`config.mk`:
```
export PLATFORM = sky130hd
export DESIGN_NAME = activation_unit_mp
export DESIGN_NICKNAME = d
export VERILOG_FILES = /design/src/rtl/act_pkg.sv /design/src/rtl/act_lane.sv /design/src/rtl/activation_unit_mp.sv
export SDC_FILE = /design/constraint.sdc
export NUM_CORES = 1
export LEC_CHECK = 0
export BUFFER_PORTS_ARGS = -buffer_cell sky130_fd_sc_hd__clkbuf_2
export CAP_MARGIN = 20
export CORE_UTILIZATION = 35
export DETAILED_ROUTE_END_ITERATION = 8
export GPL_TIMING_DRIVEN = 0
export SYNTH_ARGS = -nofsm -noshare
export SYNTH_HDL_FRONTEND = slang
export SYNTH_SLANG_ARGS = --single-unit
export TNS_END_PERCENT = 1
```
`constraint.sdc`:
```
create_clock -name clk -period 2.8 [get_ports clk]
set_input_delay 0.14 -clock clk [delete_from_list [all_inputs] [get_ports clk]]
set_output_delay 0.14 -clock clk [all_outputs]
set_load 0.05 [all_outputs]
```
`src/rtl/act_pkg.sv`:
```
// Shared definitions for the multi-lane activation unit: mode encodings,
// the mode type and default datapath dimensions.
package act_pkg;

    localparam logic [1:0] ACT_BYPASS = 2'd0;
    localparam logic [1:0] ACT_RELU   = 2'd1;
    localparam logic [1:0] ACT_LEAKY  = 2'd2;
    localparam logic [1:0] ACT_CLIP   = 2'd3;

    typedef logic [1:0] act_mode_t;

    localparam int ACT_DATA_W     = 32;
    localparam int ACT_LANES      = 4;
    localparam int ACT_LEAK_SHIFT = 3;

endpackage

```
`src/rtl/act_lane.sv`:
```
// Combinational per-lane activation. The sign bit and the leaky term
// (x >>> LEAK_SHIFT) arrive pre-computed from the first pipeline stage, so
// this block is only a mode-driven select plus one signed compare.
// zero_o / clip_o flag lanes forced to 0 or saturated to the clip value.
module act_lane
    import act_pkg::*;
#(
    parameter int DATA_W = ACT_DATA_W
) (
    input  logic signed [DATA_W-1:0] x_i,
    input  act_mode_t                mode_i,
    input  logic signed [DATA_W-1:0] clip_i,
    input  logic                     sign_i,
    input  logic signed [DATA_W-1:0] leak_i,
    output logic signed [DATA_W-1:0] y_o,
    output logic                     zero_o,
    output logic                     clip_o
);

    logic nonpos;
    assign nonpos = sign_i || (x_i == '0);

    // Mode select; a negative clip ceiling collapses every lane to 0.
    always_comb begin
        y_o    = x_i;
        zero_o = 1'b0;
        clip_o = 1'b0;
        case (mode_i)
            ACT_RELU: begin
                if (nonpos) begin
                    y_o    = '0;
                    zero_o = 1'b1;
                end
            end
            ACT_LEAKY: begin
                if (sign_i) begin
                    y_o = leak_i;
                end
            end
            ACT_CLIP: begin
                if (nonpos || clip_i[DATA_W-1]) begin
                    y_o    = '0;
                    zero_o = 1'b1;
                end else if (x_i > clip_i) begin
                    y_o    = clip_i;
                    clip_o = 1'b1;
                end
            end
            default: begin
                y_o = x_i;
            end
        endcase
    end

endmodule

```
`src/rtl/activation_unit_mp.sv`:
```
// Multi-lane, multi-mode activation stage (bypass / ReLU / leaky / clipped).
// Two register stages with a shared advance enable; LANES act_lane instances
// evaluate the second stage. Define ACT_STATS_EN to add zero/clip lane
// counters (stat_zero_cnt, stat_clip_cnt) with a synchronous clear (stat_clr).
//
// Handshake: a beat moves on a rising edge where valid && ready. in_ready is
// the advance enable (!out_valid || out_ready); when out_valid is high and
// out_ready low both stages freeze and out_data is held unchanged.
module activation_unit_mp
    import act_pkg::*;
#(
    parameter int DATA_W     = ACT_DATA_W,
    parameter int LANES      = ACT_LANES,
    parameter int LEAK_SHIFT = ACT_LEAK_SHIFT
) (
    input  logic                    clk,
    input  logic                    rst_n,
    input  logic [LANES*DATA_W-1:0] in_data,
    input  logic [1:0]              in_mode,
    input  logic [DATA_W-1:0]       in_clip,
    input  logic                    in_valid,
    output logic                    in_ready,
    output logic [LANES*DATA_W-1:0] out_data,
    output logic                    out_valid,
    input  logic                    out_ready
`ifdef ACT_STATS_EN
    ,
    input  logic                    stat_clr,
    output logic [31:0]             stat_zero_cnt,
    output logic [31:0]             stat_clip_cnt
`endif
);

    logic                    adv;
    logic [LANES-1:0]        sign_d;
    logic [LANES*DATA_W-1:0] leak_d;
    logic [LANES*DATA_W-1:0] res_d;
    logic [LANES-1:0]        zero_flag;
    logic [LANES-1:0]        clip_flag;

    logic [LANES*DATA_W-1:0] s1_data_q;
    act_mode_t               s1_mode_q;
    logic [DATA_W-1:0]       s1_clip_q;
    logic [LANES-1:0]        s1_sign_q;
    logic [LANES*DATA_W-1:0] s1_leak_q;
    logic                    s1_valid_q;
    logic [LANES*DATA_W-1:0] out_data_q;
    logic                    out_valid_q;

    assign adv       = !out_valid_q || out_ready;
    assign in_ready  = adv;
    assign out_data  = out_data_q;
    assign out_valid = out_valid_q;

    for (genvar i = 0; i < LANES; i++) begin : g_lane
        assign sign_d[i] = in_data[i*DATA_W + DATA_W-1];
        assign leak_d[i*DATA_W +: DATA_W] = $signed(in_data[i*DATA_W +: DATA_W]) >>> LEAK_SHIFT;

        act_lane #(.DATA_W(DATA_W)) u_lane (
            .x_i    (s1_data_q[i*DATA_W +: DATA_W]),
            .mode_i (s1_mode_q),
            .clip_i (s1_clip_q),
            .sign_i (s1_sign_q[i]),
            .leak_i (s1_leak_q[i*DATA_W +: DATA_W]),
            .y_o    (res_d[i*DATA_W +: DATA_W]),
            .zero_o (zero_flag[i]),
            .clip_o (clip_flag[i])
        );
    end

    // Stage 1: capture the beat, its mode/clip and the per-lane pre-terms.
    always_ff @(posedge clk or negedge rst_n) begin
        if (!rst_n) begin
            s1_data_q  <= '0;
            s1_mode_q  <= ACT_BYPASS;
            s1_clip_q  <= '0;
            s1_sign_q  <= '0;
            s1_leak_q  <= '0;
            s1_valid_q <= 1'b0;
        end else if (adv) begin
            s1_data_q  <= in_data;
            s1_mode_q  <= in_mode;
            s1_clip_q  <= in_clip;
            s1_sign_q  <= sign_d;
            s1_leak_q  <= leak_d;
            s1_valid_q <= in_valid;
        end
    end

    // Stage 2: register the activated lanes; bubbles travel as out_valid=0.
    always_ff @(posedge clk or negedge rst_n) begin
        if (!rst_n) begin
            out_data_q  <= '0;
            out_valid_q <= 1'b0;
        end else if (adv) begin
            out_data_q  <= res_d;
            out_valid_q <= s1_valid_q;
        end
    end

`ifdef ACT_STATS_EN
    logic [32:0] zero_inc;
    logic [32:0] clip_inc;
    logic [32:0] zero_sum;
    logic [32:0] clip_sum;
    logic [31:0] zero_cnt_q;
    logic [31:0] clip_cnt_q;

    // Per-beat lane counts and saturating next values for both counters.
    always_comb begin
        zero_inc = '0;
        clip_inc = '0;
        for (int i = 0; i < LANES; i++) begin
            zero_inc = zero_inc + 33'(zero_flag[i]);
            clip_inc = clip_inc + 33'(clip_flag[i]);
        end
        zero_sum = {1'b0, zero_cnt_q} + zero_inc;
        clip_sum = {1'b0, clip_cnt_q} + clip_inc;
        if (zero_sum[32]) zero_sum = {1'b0, 32'hFFFF_FFFF};
        if (clip_sum[32]) clip_sum = {1'b0, 32'hFFFF_FFFF};
    end

    // Counters advance with each beat leaving stage 2; clear has priority.
    always_ff @(posedge clk or negedge rst_n) begin
        if (!rst_n) begin
            zero_cnt_q <= '0;
            clip_cnt_q <= '0;
        end else if (stat_clr) begin
            zero_cnt_q <= '0;
            clip_cnt_q <= '0;
        end else if (adv && s1_valid_q) begin
            zero_cnt_q <= zero_sum[31:0];
            clip_cnt_q <= clip_sum[31:0];
        end
    end

    assign stat_zero_cnt = zero_cnt_q;
    assign stat_clip_cnt = clip_cnt_q;
`else
    logic unused_flags;
    assign unused_flags = ^{zero_flag, clip_flag};
`endif

endmodule

```
==> flow_summary.yaml, run 1 <==
final_layout:
  instances_no_fill: 3477
  num-nets-final: 3073
  area_delta_synth_final_pct: 45.5
  drive_above_1_share: 0.269
job:
  max_cap_violations: 0
timing:
  fmax_mhz: 309
  timing.slew.headroom: 0.190
  finalWorstPathRequiredPeriod_ns: 3.24
  tightest_slew_ns: 1.22
  slew_violations: 0
  final-hold-violation-count: 0
  final_ws_setup_ns: -0.437
  final_setup_violations: 135
  setup_repair_after_global_routing_missed_its_margin: "yes"
  hold-worst-slack_ns: 0.265
  layout_worst_path_cycle_share: 1.16
  fin_worst_skew_ns: 0.0263
clock_network:
  clock_tree.root_cell: "sky130_fd_sc_hd__clkbuf_16"
  cts_sinks: 292
  tritoncts: "done"
  clk_pin_slew_ns: 0.07
  cts_buffers: 35
  ctsLongestPathBuffers: 3
  worstSkewPairLatency_ns: 0.58
  htreeDepth: 2
run_status:
  status: "finished, violations left"
  violations_in_the_final_reports: "setup timing"
drt:
  detail_route.vias_per_cell: 5.93
  detail_route.iter0.violations: 2490
  detail_route.wl_per_cell_um: 26.3
  met1Wirelength_um: 36100
  detailroute.wirelength.met2_um: 39700
  route.vias.total: 20609
  drc: 0
  route.met3.wl_um: 10100
  top_layer: "met5"
  drt-pass1-iter-count: 6
  wirelength_um: 91600
  antenna_left: 0
worst_setup_path:
  critical_path.endpoint_type: "register"
  reg2regPathDepth: 12
  crit_path_category: "reg -> reg"
  r2r_slack_ns: -0.44
  critical_path.startpoint_type: "register"
  rr_startpoint: "s1_clip_q[13]"
  required_time_worst_endpoint_ns: 3.26
  end_of_the_worst_register_to_register_path: "out_data[70]"
  critical_path_arrival_ns: 3.69
  crit_fanout: 6
power_and_ir_drop:
  p_leak_nw: 11.8
  share_comb_of_total_power: 0.454
  vdd_ir_drop_max_uv: 489
  switching_power_mw: 9.32
  power.density_mw_per_mm2: 777
  clock_power_share: 0.226
  cell_internal_pwr_mw: 10.8
  share_seq_of_total_power: 0.320
  power.switching_fraction: 0.462
floorplanning:
  die_width_um: 228
  io_pins: 296
  placement_rows: 82
  die-area_mm2: 0.0518
  die_height_um: 228
  design.core.area_mm2: 0.0502
  initial_core_util: 0.355
yosys:
  seq_area_frac_synth: 0.410
  yosys_register_bits: 292
  synth.cell_area_mm2: 0.0178
  postSynthCellCount: 2113
  postSynthNetCount: 2407
  synthFlopType: "sky130_fd_sc_hd__dfrtp_1"
  asr_flop_ratio_synth: 1.00
  synth_edf_count: 0
  avgSynthCellArea_um2: 8.44
  synth.yosys.warnings: 0
  ys_types: 71
global_route:
  grt_max_degree: 113
  grt_pass1_wl_um: 129000
  track_usage: 0.346
  grt_antenna_before_repair: 7
  grt_overflow: 0
  grt_pass1_vias: 19695
place:
  place_inst: 3082
  routabilityCongestion: 0.998
  dpl_worst_slack_ns: -1.37
  buffer_ports.inserted: 295
  place_hpwl_um: 60300
hold_path:
  min-delay-path-class: "in -> async"
==> state kept, by name (all words and copies together) (netlist names) <==
| signal | flops |
|---|---|
| out_valid | 1 |
| s1_mode_q | 2 |
| s1_valid_q | 1 |
| out_data | 128 |
| s1_data_q | 128 |
| s1_clip_q | 32 |
==> kinds of logic (layout without fill, tap and decap cells) <==
family | Yosys count | after routing | share of synthesized area
simple gates | 829 | 829 | 0.203
flops | 292 | 292 | 0.410
fa+ha+maj | 128 | 128 | 0.0899
compound gates | 622 | 622 | 0.223
other cells | 0 | 3 | 0
mux | 58 | 58 | 0.0331
buf+inv | 184 | 873 | 0.0409
==> metrics by stage <==
| stage | instance area [µm²] | util | power (mW) | setup TNS (ns) |
|---|---|---|---|---|
| floorplan | 17800 | - | 11.0 | -0.404 |
| global placement | 20200 | 0.402 | 13.6 | -1662.02 |
| detailed placement | 20200 | 0.403 | 13.8 | -250.81 |
| CTS | 25000 | 0.498 | 19.4 | -29.92 |
| global route | 25900 | 0.517 | 20.9 | -51.46 |
| finish | 25900 | 0.517 | 20.2 | -40.41 |
==> worst max-delay path by stage <==
| stage | startpoint | to | slack, ns | depth (start not counted) |
|---|---|---|---|---|
| 3_5_place_dp | s1_clip_q[13] | out_data[58] | -1.37 | 11 |
| 5_1_grt | s1_clip_q[26] | out_data[70] | -0.48 | 12 |
| 6_report | s1_clip_q[13] | out_data[70] | -0.44 | 12 |
| 4_1_cts | s1_clip_q[12] | out_data[67] | -0.32 | 12 |
| 2_1_floorplan | s1_clip_q[5] | out_data[64] | -0.02 | 11 |
| 3_3_place_gp | rst_n | s1_data_q[39] | -4.79 | 1 |
==> cells in the final DEF (no fill, tap or decap), types with 9 or more instances in the layout <==
cell | netlist | layout
sky130_fd_sc_hd__nand2_1 | 541 | 535
sky130_fd_sc_hd__clkbuf_2 | 0 | 298
sky130_fd_sc_hd__dfrtp_1 | 292 | 261
sky130_fd_sc_hd__a21oi_1 | 193 | 181
sky130_fd_sc_hd__dlygate4sd3_1 | 0 | 164
sky130_fd_sc_hd__o21ai_0 | 145 | 140
sky130_fd_sc_hd__buf_4 | 4 | 119
sky130_fd_sc_hd__nor2_1 | 112 | 111
sky130_fd_sc_hd__clkbuf_1 | 114 | 104
sky130_fd_sc_hd__ha_1 | 128 | 90
sky130_fd_sc_hd__mux2i_1 | 56 | 56
sky130_fd_sc_hd__buf_6 | 1 | 43
sky130_fd_sc_hd__o22ai_1 | 38 | 38
sky130_fd_sc_hd__ha_4 | 0 | 38
sky130_fd_sc_hd__clkbuf_16 | 0 | 36
sky130_fd_sc_hd__a221o_1 | 33 | 33
sky130_fd_sc_hd__nor4_1 | 37 | 32
sky130_fd_sc_hd__clkinvlp_4 | 0 | 31
sky130_fd_sc_hd__nand4_1 | 31 | 31
sky130_fd_sc_hd__a221oi_1 | 32 | 29
sky130_fd_sc_hd__a211oi_2 | 0 | 29
sky130_fd_sc_hd__or3_1 | 26 | 25
sky130_fd_sc_hd__a211oi_1 | 53 | 24
sky130_fd_sc_hd__o21a_1 | 24 | 24
sky130_fd_sc_hd__nand3b_1 | 24 | 24
sky130_fd_sc_hd__a2bb2oi_1 | 25 | 19
sky130_fd_sc_hd__buf_12 | 0 | 19
sky130_fd_sc_hd__dfrtp_2 | 0 | 19
sky130_fd_sc_hd__inv_1 | 45 | 15
sky130_fd_sc_hd__nand3_1 | 16 | 14
sky130_fd_sc_hd__a21o_1 | 14 | 14
sky130_fd_sc_hd__dfrtp_4 | 0 | 12
sky130_fd_sc_hd__clkinv_2 | 0 | 11
sky130_fd_sc_hd__a21oi_2 | 0 | 10
sky130_fd_sc_hd__a31oi_1 | 11 | 9
==> power by group through the flow <==
stage	Combinational, mW	Sequential (mW)	Clock (mW)
2_1_floorplan	3.20	7.78	0
3_3_place_gp	7.08	6.52	0
3_5_place_dp	7.23	6.53	0
4_1_cts	8.46	6.37	4.60
5_1_grt	9.66	6.48	4.74
6_report	9.15	6.45	4.57
==> repair_timing <==
item / CTS / global route
gates cloned: 4 / 3
endpoints found under the setup margin: 292 / 134
setup buffers: 132 / 31
hold buffers: 164 / 0
pin swaps: 74 / 66
endpoints found under the hold margin: 261 / 0
resized for setup: 217 / 105
==> cell usage after synthesis, types with 25 or more instances <==
master / n / area, µm²
sky130_fd_sc_hd__nand2_1: 541 / 2030
sky130_fd_sc_hd__dfrtp_1: 292 / 7310
sky130_fd_sc_hd__a21oi_1: 193 / 966
sky130_fd_sc_hd__o21ai_0: 145 / 726
sky130_fd_sc_hd__ha_1: 128 / 1600
sky130_fd_sc_hd__clkbuf_1: 114 / 428
sky130_fd_sc_hd__nor2_1: 112 / 420
sky130_fd_sc_hd__mux2i_1: 56 / 561
sky130_fd_sc_hd__a211oi_1: 53 / 398
sky130_fd_sc_hd__inv_1: 45 / 169
sky130_fd_sc_hd__o22ai_1: 38 / 238
sky130_fd_sc_hd__nor4_1: 37 / 231
sky130_fd_sc_hd__a221o_1: 33 / 330
sky130_fd_sc_hd__a221oi_1: 32 / 280
sky130_fd_sc_hd__nand4_1: 31 / 194
sky130_fd_sc_hd__or3_1: 26 / 163
sky130_fd_sc_hd__a2bb2oi_1: 25 / 219
==> per-layer routing <==
layer,vias to the layer above,global-route usage
li1,8963,-
met1,10082,0.465
met2,1291,0.518
met3,271,0.0748
met4,2,0.189
met5,-,0
==> final cells by class <==
class / instances / area [µm²]
fillers: 4715 / 24200
multi-input cells: 1637 / 10800
flip-flops and latches: 292 / 7380
repair buffers: 631 / 4840
clock buffers: 42 / 932
well taps: 672 / 841
plain buffers: 136 / 687
inverters: 46 / 284
clock inverters: 18 / 156
diodes: 3 / 7.51
==> critical path, stage by stage (launching register included) <==
cell                         delay, ns
sky130_fd_sc_hd__dfrtp_4          0.45
sky130_fd_sc_hd__clkinvlp_4       0.20
sky130_fd_sc_hd__buf_6            0.20
sky130_fd_sc_hd__ha_4             0.21
sky130_fd_sc_hd__nand4_1          0.12
sky130_fd_sc_hd__nor2_1           0.06
sky130_fd_sc_hd__a221o_1          0.35
sky130_fd_sc_hd__or3_4            0.36
sky130_fd_sc_hd__a21oi_4          0.22
sky130_fd_sc_hd__mux2i_4          0.30
sky130_fd_sc_hd__nor2_4           0.11
sky130_fd_sc_hd__buf_6            0.18
sky130_fd_sc_hd__a221o_1          0.33
Note: power is estimated with default switching activity, not from simulation.
==> run 2, diff against run 1 <==
PLACE_DENSITY = 0.52   (was unset)
SLEW_MARGIN = 20   (was unset)
==> run 2 against run 1 <==
  * The run still ends with setup timing left
  * Fmax up 0.11%
  * Non-clock buffer count down 11
  * Register-to-register slack about the same
  * Total power down 0.35%
  * Clock power up 5.5%
  * First-iteration DRC count down 6.7%
  * Combinational power down 3.4%
  * Critical path depth up 1
  * Sequential power about the same
  * Highest routed layer unchanged
==> flow_summary.yaml, run 2 (synthesis results as in run 1) <==
power_and_ir_drop:
  finalPower_mw: 20.1
  power.density_mw_per_mm2: 785
  vdd_ir_drop_max_uv: 384
  p_leak_nw: 11.7
global_route:
  grt_pass1_vias: 19351
  grt_pass1_wl_um: 128000
  track_usage: 0.344
  grt_max_degree: 86
  grt_overflow: 0
  grt_antenna_before_repair: 3
drt:
  route.vias.total: 20151
  detail_route.iter0.violations: 2323
  detail_route.vias_per_cell: 5.81
  detail_route.wl_per_cell_um: 26.1
  wirelength_um: 90400
  drt-pass1-iter-count: 6
  drc: 0
  antenna_left: 0
final_layout:
  num-nets-final: 3064
  area_delta_synth_final_pct: 43.6
  drive_above_1_share: 0.252
  instances_no_fill: 3468
  layout_commonest_cell: "sky130_fd_sc_hd__nand2_1"
  layout_common_cells: "sky130_fd_sc_hd__nand2_1, sky130_fd_sc_hd__clkbuf_2, sky130_fd_sc_hd__dfrtp_1, sky130_fd_sc_hd__a21oi_1, sky130_fd_sc_hd__dlygate4sd3_1"
  n_fill_cell: 4844
clock_network:
  htreeDepth: 2
  cts_sinks: 292
  ctsLongestPathBuffers: 3
  clock_tree.root_cell: "sky130_fd_sc_hd__clkbuf_16"
  tritoncts: "done"
  worstSkewPairLatency_ns: 0.57
  cts_buffers: 37
  clk_pin_slew_ns: 0.06
place:
  routabilityCongestion: 0.960
  place_hpwl_um: 60500
  buffer_ports.inserted: 295
  place_inst: 3083
timing:
  setup_repair_after_global_routing_missed_its_margin: "yes"
  fmax_mhz: 309
  final-hold-violation-count: 0
  final_setup_violations: 125
  final_ws_setup_ns: -0.433
  fin_worst_skew_ns: 0.0176
  slew_violations: 0
  hold-worst-slack_ns: 0.186
  finalWorstPathRequiredPeriod_ns: 3.23
  layout_worst_path_cycle_share: 1.15
  timing.slew.headroom: 0.258
  tightest_slew_ns: 1.11
worst_setup_path:
  critical_path_arrival_ns: 3.67
  r2r_slack_ns: -0.43
  critical_path.endpoint_type: "register"
  crit_path_category: "reg -> reg"
  crit_fanout: 5
  required_time_worst_endpoint_ns: 3.24
  critical_path.startpoint_type: "register"
run_status:
  status: "finished, violations left"
  violations_in_the_final_reports: "setup timing"
floorplanning:
  design.core.area_mm2: 0.0502
  initial_core_util: 0.355
  die-area_mm2: 0.0518
  io_pins: 296
  placement_rows: 82
  die_width_um: 228
  die_height_um: 228
job:
  max_cap_violations: 0
hold_path:
  min-delay-path-class: "in -> async"
[run 2: cell types whose count changed in the layout (fill, tap and decap cells not counted), sizes merged]
cell / change
buf: -17
bufinv: +1
clkbuf: +20
clkinv: -8
clkinvlp: -1
diode: -1
inv: -3
[run 2: timing repair]
item,in CTS,in global routing
gates resized for setup,164,108
endpoints found under the setup margin,293,143
setup buffers,111,40
endpoints found under the hold margin,226,0
gates cloned,2,5
pin swaps,46,69
hold buffers,164,0
[run 2: path summary, 6_finish.rpt]
path / from / to / cells past startpoint
min in group clk: in_data[41] / s1_data_q[41] / 4
hold reg to reg: s1_valid_q / s1_valid_q / 2
setup reg to reg: s1_clip_q[24] / out_data[33] / 13
setup / recovery: s1_clip_q[24] / out_data[33] / 13
max in group asynchronous: rst_n / s1_clip_q[14] / 3
hold / removal: rst_n / s1_data_q[117] / 2
[run 2: where the power goes]
part	leakage [nW]	internal, mW	switching [mW]
clock network	0.575	2.89	1.93
logic	7.64	3.02	5.82
registers	3.46	5.11	1.31
[run 2: per-stage QoR]
| stage | instance area, µm² | util | setup TNS [ns] | setup WS (ns) |
|---|---|---|---|---|
| after floorplan | 17800 | - | -0.404 | -0.0197 |
| after global placement | 20200 | 0.402 | -1732.76 | -4.96 |
| after detailed placement | 20300 | 0.404 | -266.43 | -1.46 |
| after CTS | 24500 | 0.488 | -42.59 | -0.438 |
| after global routing | 25600 | 0.510 | -53.11 | -0.518 |
| final | 25600 | 0.510 | -42.22 | -0.433 |
[run 2: metal layers]
layer  track usage  wire, µm  up-vias
li1              -         -     8954
met1         0.464     37900     9971
met2         0.528     39700      985
met3        0.0701      8200      237
met4         0.160      4710        4
met5             0        24        -
[run 2: critical path, stage by stage (launching register included)]
cell,delay [ns]
sky130_fd_sc_hd__dfrtp_2,0.45
sky130_fd_sc_hd__clkinvlp_4,0.18
sky130_fd_sc_hd__buf_4,0.18
sky130_fd_sc_hd__ha_1,0.27
sky130_fd_sc_hd__nand4_1,0.15
sky130_fd_sc_hd__buf_4,0.19
sky130_fd_sc_hd__nor4_4,0.35
sky130_fd_sc_hd__o31a_1,0.34
sky130_fd_sc_hd__o31a_1,0.24
sky130_fd_sc_hd__nor4_4,0.07
sky130_fd_sc_hd__buf_6,0.19
sky130_fd_sc_hd__buf_12,0.14
sky130_fd_sc_hd__a211oi_1,0.26
sky130_fd_sc_hd__a21oi_1,0.11
[run 2: area by class of cell]
class / count / area [µm²] / share of cell area
antenna: 2 / 5.00 / 0.000196
inverter: 46 / 289 / 0.0113
buffer: 136 / 674 / 0.0264
clock buffer: 56 / 1070 / 0.0417
multi-input combinational: 1637 / 10600 / 0.413
timing repair buffer: 620 / 4640 / 0.181
sequential: 292 / 7390 / 0.289
clock inverter: 7 / 113 / 0.00440
tap: 672 / 841 / 0.0329
==> run 3, diff against run 2 <==
PLACE_DENSITY = 0.51   (was 0.52)
SYNTH_HIERARCHICAL = 1   (was unset)
==> run 3 against run 2 <==
  * The run still ends with setup timing left
  * Global-route usage fell by 8.9 points
  * Routed wire length fell by 2.5%
  * Count of clock-buffer cells in the layout fell by 6
  * Synthesized cell count rose by 2.4%
  * Setup slack improved by 0.19 ns
  * Hold slack got worse by 0.012 ns
  * Die area rose by 30%
  * Core utilization fell by 4.5 points
  * First-iteration DRC count fell by 33%
  * Cell count rose by 4.2%
  * Fmax rose by 6.1%
  * Flip-flop and latch count did not move
  * Critical path type unchanged
==> flow_summary.yaml, run 3 <==
run_status:
  status: "finished, violations left"
  violations_in_the_final_reports: "setup timing"
place:
  place_hpwl_um: 61300
  routabilityCongestion: 0.869
  buffer_ports.inserted: 295
yosys:
  postSynthNetCount: 2458
  avgSynthCellArea_um2: 10.7
  postSynthCellCount: 2164
  synth.cell_area_mm2: 0.0232
  synth.yosys.warnings: 6
timing:
  layout_worst_path_cycle_share: 1.09
  fin_worst_skew_ns: 0.0137
  final_ws_setup_ns: -0.248
  setup_repair_after_global_routing_missed_its_margin: "yes"
  final-hold-violation-count: 0
  tightest_slew_ns: 0.640
  slew_violations: 0
  timing.slew.headroom: 0.573
  finalWorstPathRequiredPeriod_ns: 3.05
  final_setup_violations: 128
  fmax_mhz: 328
clock_network:
  clk_pin_slew_ns: 0.06
  htreeDepth: 2
  clock_tree.root_cell: "sky130_fd_sc_hd__clkbuf_16"
  cts_sinks: 292
  tritoncts: "done"
  ctsLongestPathBuffers: 3
  worstSkewPairLatency_ns: 0.56
  cts_buffers: 35
final_layout:
  layout_common_cells: "sky130_fd_sc_hd__clkbuf_2, sky130_fd_sc_hd__mux2_4, sky130_fd_sc_hd__dfrtp_1, sky130_fd_sc_hd__o22ai_1, sky130_fd_sc_hd__dlygate4sd3_1"
  layout_commonest_cell: "sky130_fd_sc_hd__clkbuf_2"
  num-nets-final: 3021
  area_delta_synth_final_pct: 31.6
  area_used_by_multi_input_combinational_logic_mm2: 0.0153
  n_fill_cell: 6082
  drive_above_1_share: 0.393
  regArea_mm2: 0.00742
  postLayoutCoreUtil: 0.465
floorplanning:
  design.core.area_mm2: 0.0657
  initial_core_util: 0.353
  die_height_um: 260
  die-area_mm2: 0.0674
  placement_rows: 94
  die_width_um: 260
  io_pins: 296
global_route:
  grt_pass1_vias: 20768
  grt_max_degree: 84
  grt_antenna_before_repair: 1
  grt_pass1_wl_um: 131000
  track_usage: 0.254
  grt_overflow: 0
drt:
  antenna_left: 0
  drt-pass1-iter-count: 6
  route.vias.total: 21084
  detail_route.wl_per_cell_um: 24.4
  drc: 0
  detail_route.vias_per_cell: 5.83
  detail_route.iter0.violations: 1562
  wirelength_um: 88200
worst_setup_path:
  crit_path_category: "reg -> reg"
  critical_path_arrival_ns: 3.54
  r2r_slack_ns: -0.25
  critical_path.endpoint_type: "register"
  critical_path.startpoint_type: "register"
  crit_fanout: 10
  required_time_worst_endpoint_ns: 3.30
power_and_ir_drop:
  vdd_ir_drop_max_uv: 548
  finalPower_mw: 23.3
  p_leak_nw: 13.8
  power.density_mw_per_mm2: 762
hold_path:
  min-delay-path-class: "in -> async"
job:
  max_cap_violations: 0
==> run 3: cell types whose count changed in the layout (fill, tap and decap cells not counted), moves of 32 or more <==
cell,change
sky130_fd_sc_hd__nor4_1,+32
sky130_fd_sc_hd__nor2_1,-100
sky130_fd_sc_hd__nor3_1,+68
sky130_fd_sc_hd__a21boi_0,+89
sky130_fd_sc_hd__mux2_4,+271
sky130_fd_sc_hd__a211oi_1,+36
sky130_fd_sc_hd__nor4_2,+48
sky130_fd_sc_hd__o21ai_0,-118
sky130_fd_sc_hd__mux2i_1,+65
sky130_fd_sc_hd__inv_1,+114
sky130_fd_sc_hd__o22ai_1,+175
sky130_fd_sc_hd__buf_4,-67
sky130_fd_sc_hd__a21oi_1,-116
sky130_fd_sc_hd__nand2_1,-514
==> run 3: power by group <==
| group | leakage (nW) | internal, mW | switching (mW) |
|---|---|---|---|
| registers | 3.47 | 5.27 | 1.61 |
| logic | 9.76 | 4.69 | 7.10 |
| clock network | 0.563 | 2.74 | 1.87 |
==> run 3: final timing paths <==
kind / startpoint / end / depth (start not counted)
max in group asynchronous: rst_n / s1_clip_q[27] / 4
min in group clk: in_data[115] / s1_data_q[115] / 3
max: s1_clip_q[31] / out_data[6] / 10
min reg2reg: s1_valid_q / out_valid / 1
min: rst_n / s1_data_q[84] / 3
max reg2reg: s1_clip_q[31] / out_data[6] / 10
==> run 3: per-stage QoR <==
| step | area [µm²] | worst slack (ns) | instances | hold slack, ns | setup TNS (ns) |
|---|---|---|---|---|---|
| 6_report | 30600 | -0.248 | 3615 | 0.174 | -23.77 |
| 5_1_grt | 30600 | -0.368 | 3615 | 0.209 | -38.38 |
| 4_1_cts | 30000 | -0.214 | 3602 | 0.189 | -20.18 |
| 3_5_place_dp | 25900 | -0.785 | 3327 | 0.210 | -77.62 |
| 3_3_place_gp | 25800 | -4.75 | 3323 | 0.372 | -1445.46 |
| 2_1_floorplan | 23200 | 0.227 | 2164 | -0.156 | 0 |
==> run 3: worst max-delay path, cell delays in order, from the launching register on <==
cell and delay, ns:
sky130_fd_sc_hd__dfrtp_4 0.57, sky130_fd_sc_hd__inv_1 0.15, sky130_fd_sc_hd__ha_4 0.31, sky130_fd_sc_hd__nand4_2 0.15, sky130_fd_sc_hd__nor4_4 0.38, sky130_fd_sc_hd__a22oi_1 0.16, sky130_fd_sc_hd__mux2i_2 0.33, sky130_fd_sc_hd__buf_2 0.31
sky130_fd_sc_hd__a211oi_1 0.12, sky130_fd_sc_hd__nor3_1 0.29, sky130_fd_sc_hd__mux2_2 0.21
==> run 3: final cells by class <==
class / count / share of cell area
Timing Repair Buffer: 526 / 0.126
Tap cell: 864 / 0.0354
Clock inverter: 10 / 0.00336
Multi-Input combinational cell: 1545 / 0.501
Buffer: 187 / 0.0406
Sequential cell: 292 / 0.243
Clock buffer: 50 / 0.0339
Inverter: 140 / 0.0172
Antenna cell: 1 / 0.0000819
==> run 3: routing by layer <==
metal  GRT usage  routed length (µm)
met1       0.362               41000
met2       0.396               39700
met3      0.0322                4640
met4      0.0843                2750
met5           0                   0
==> run 3: repair_timing <==
action                                 4_1_cts  5_1_grt
hold buffers                               164        0
endpoints found under the hold margin      304        0
setup endpoints to repair                  128      128
buffers inserted                            47       12
gates resized for setup                    198       73
pin swaps                                   46       11
gates cloned                                 4        0
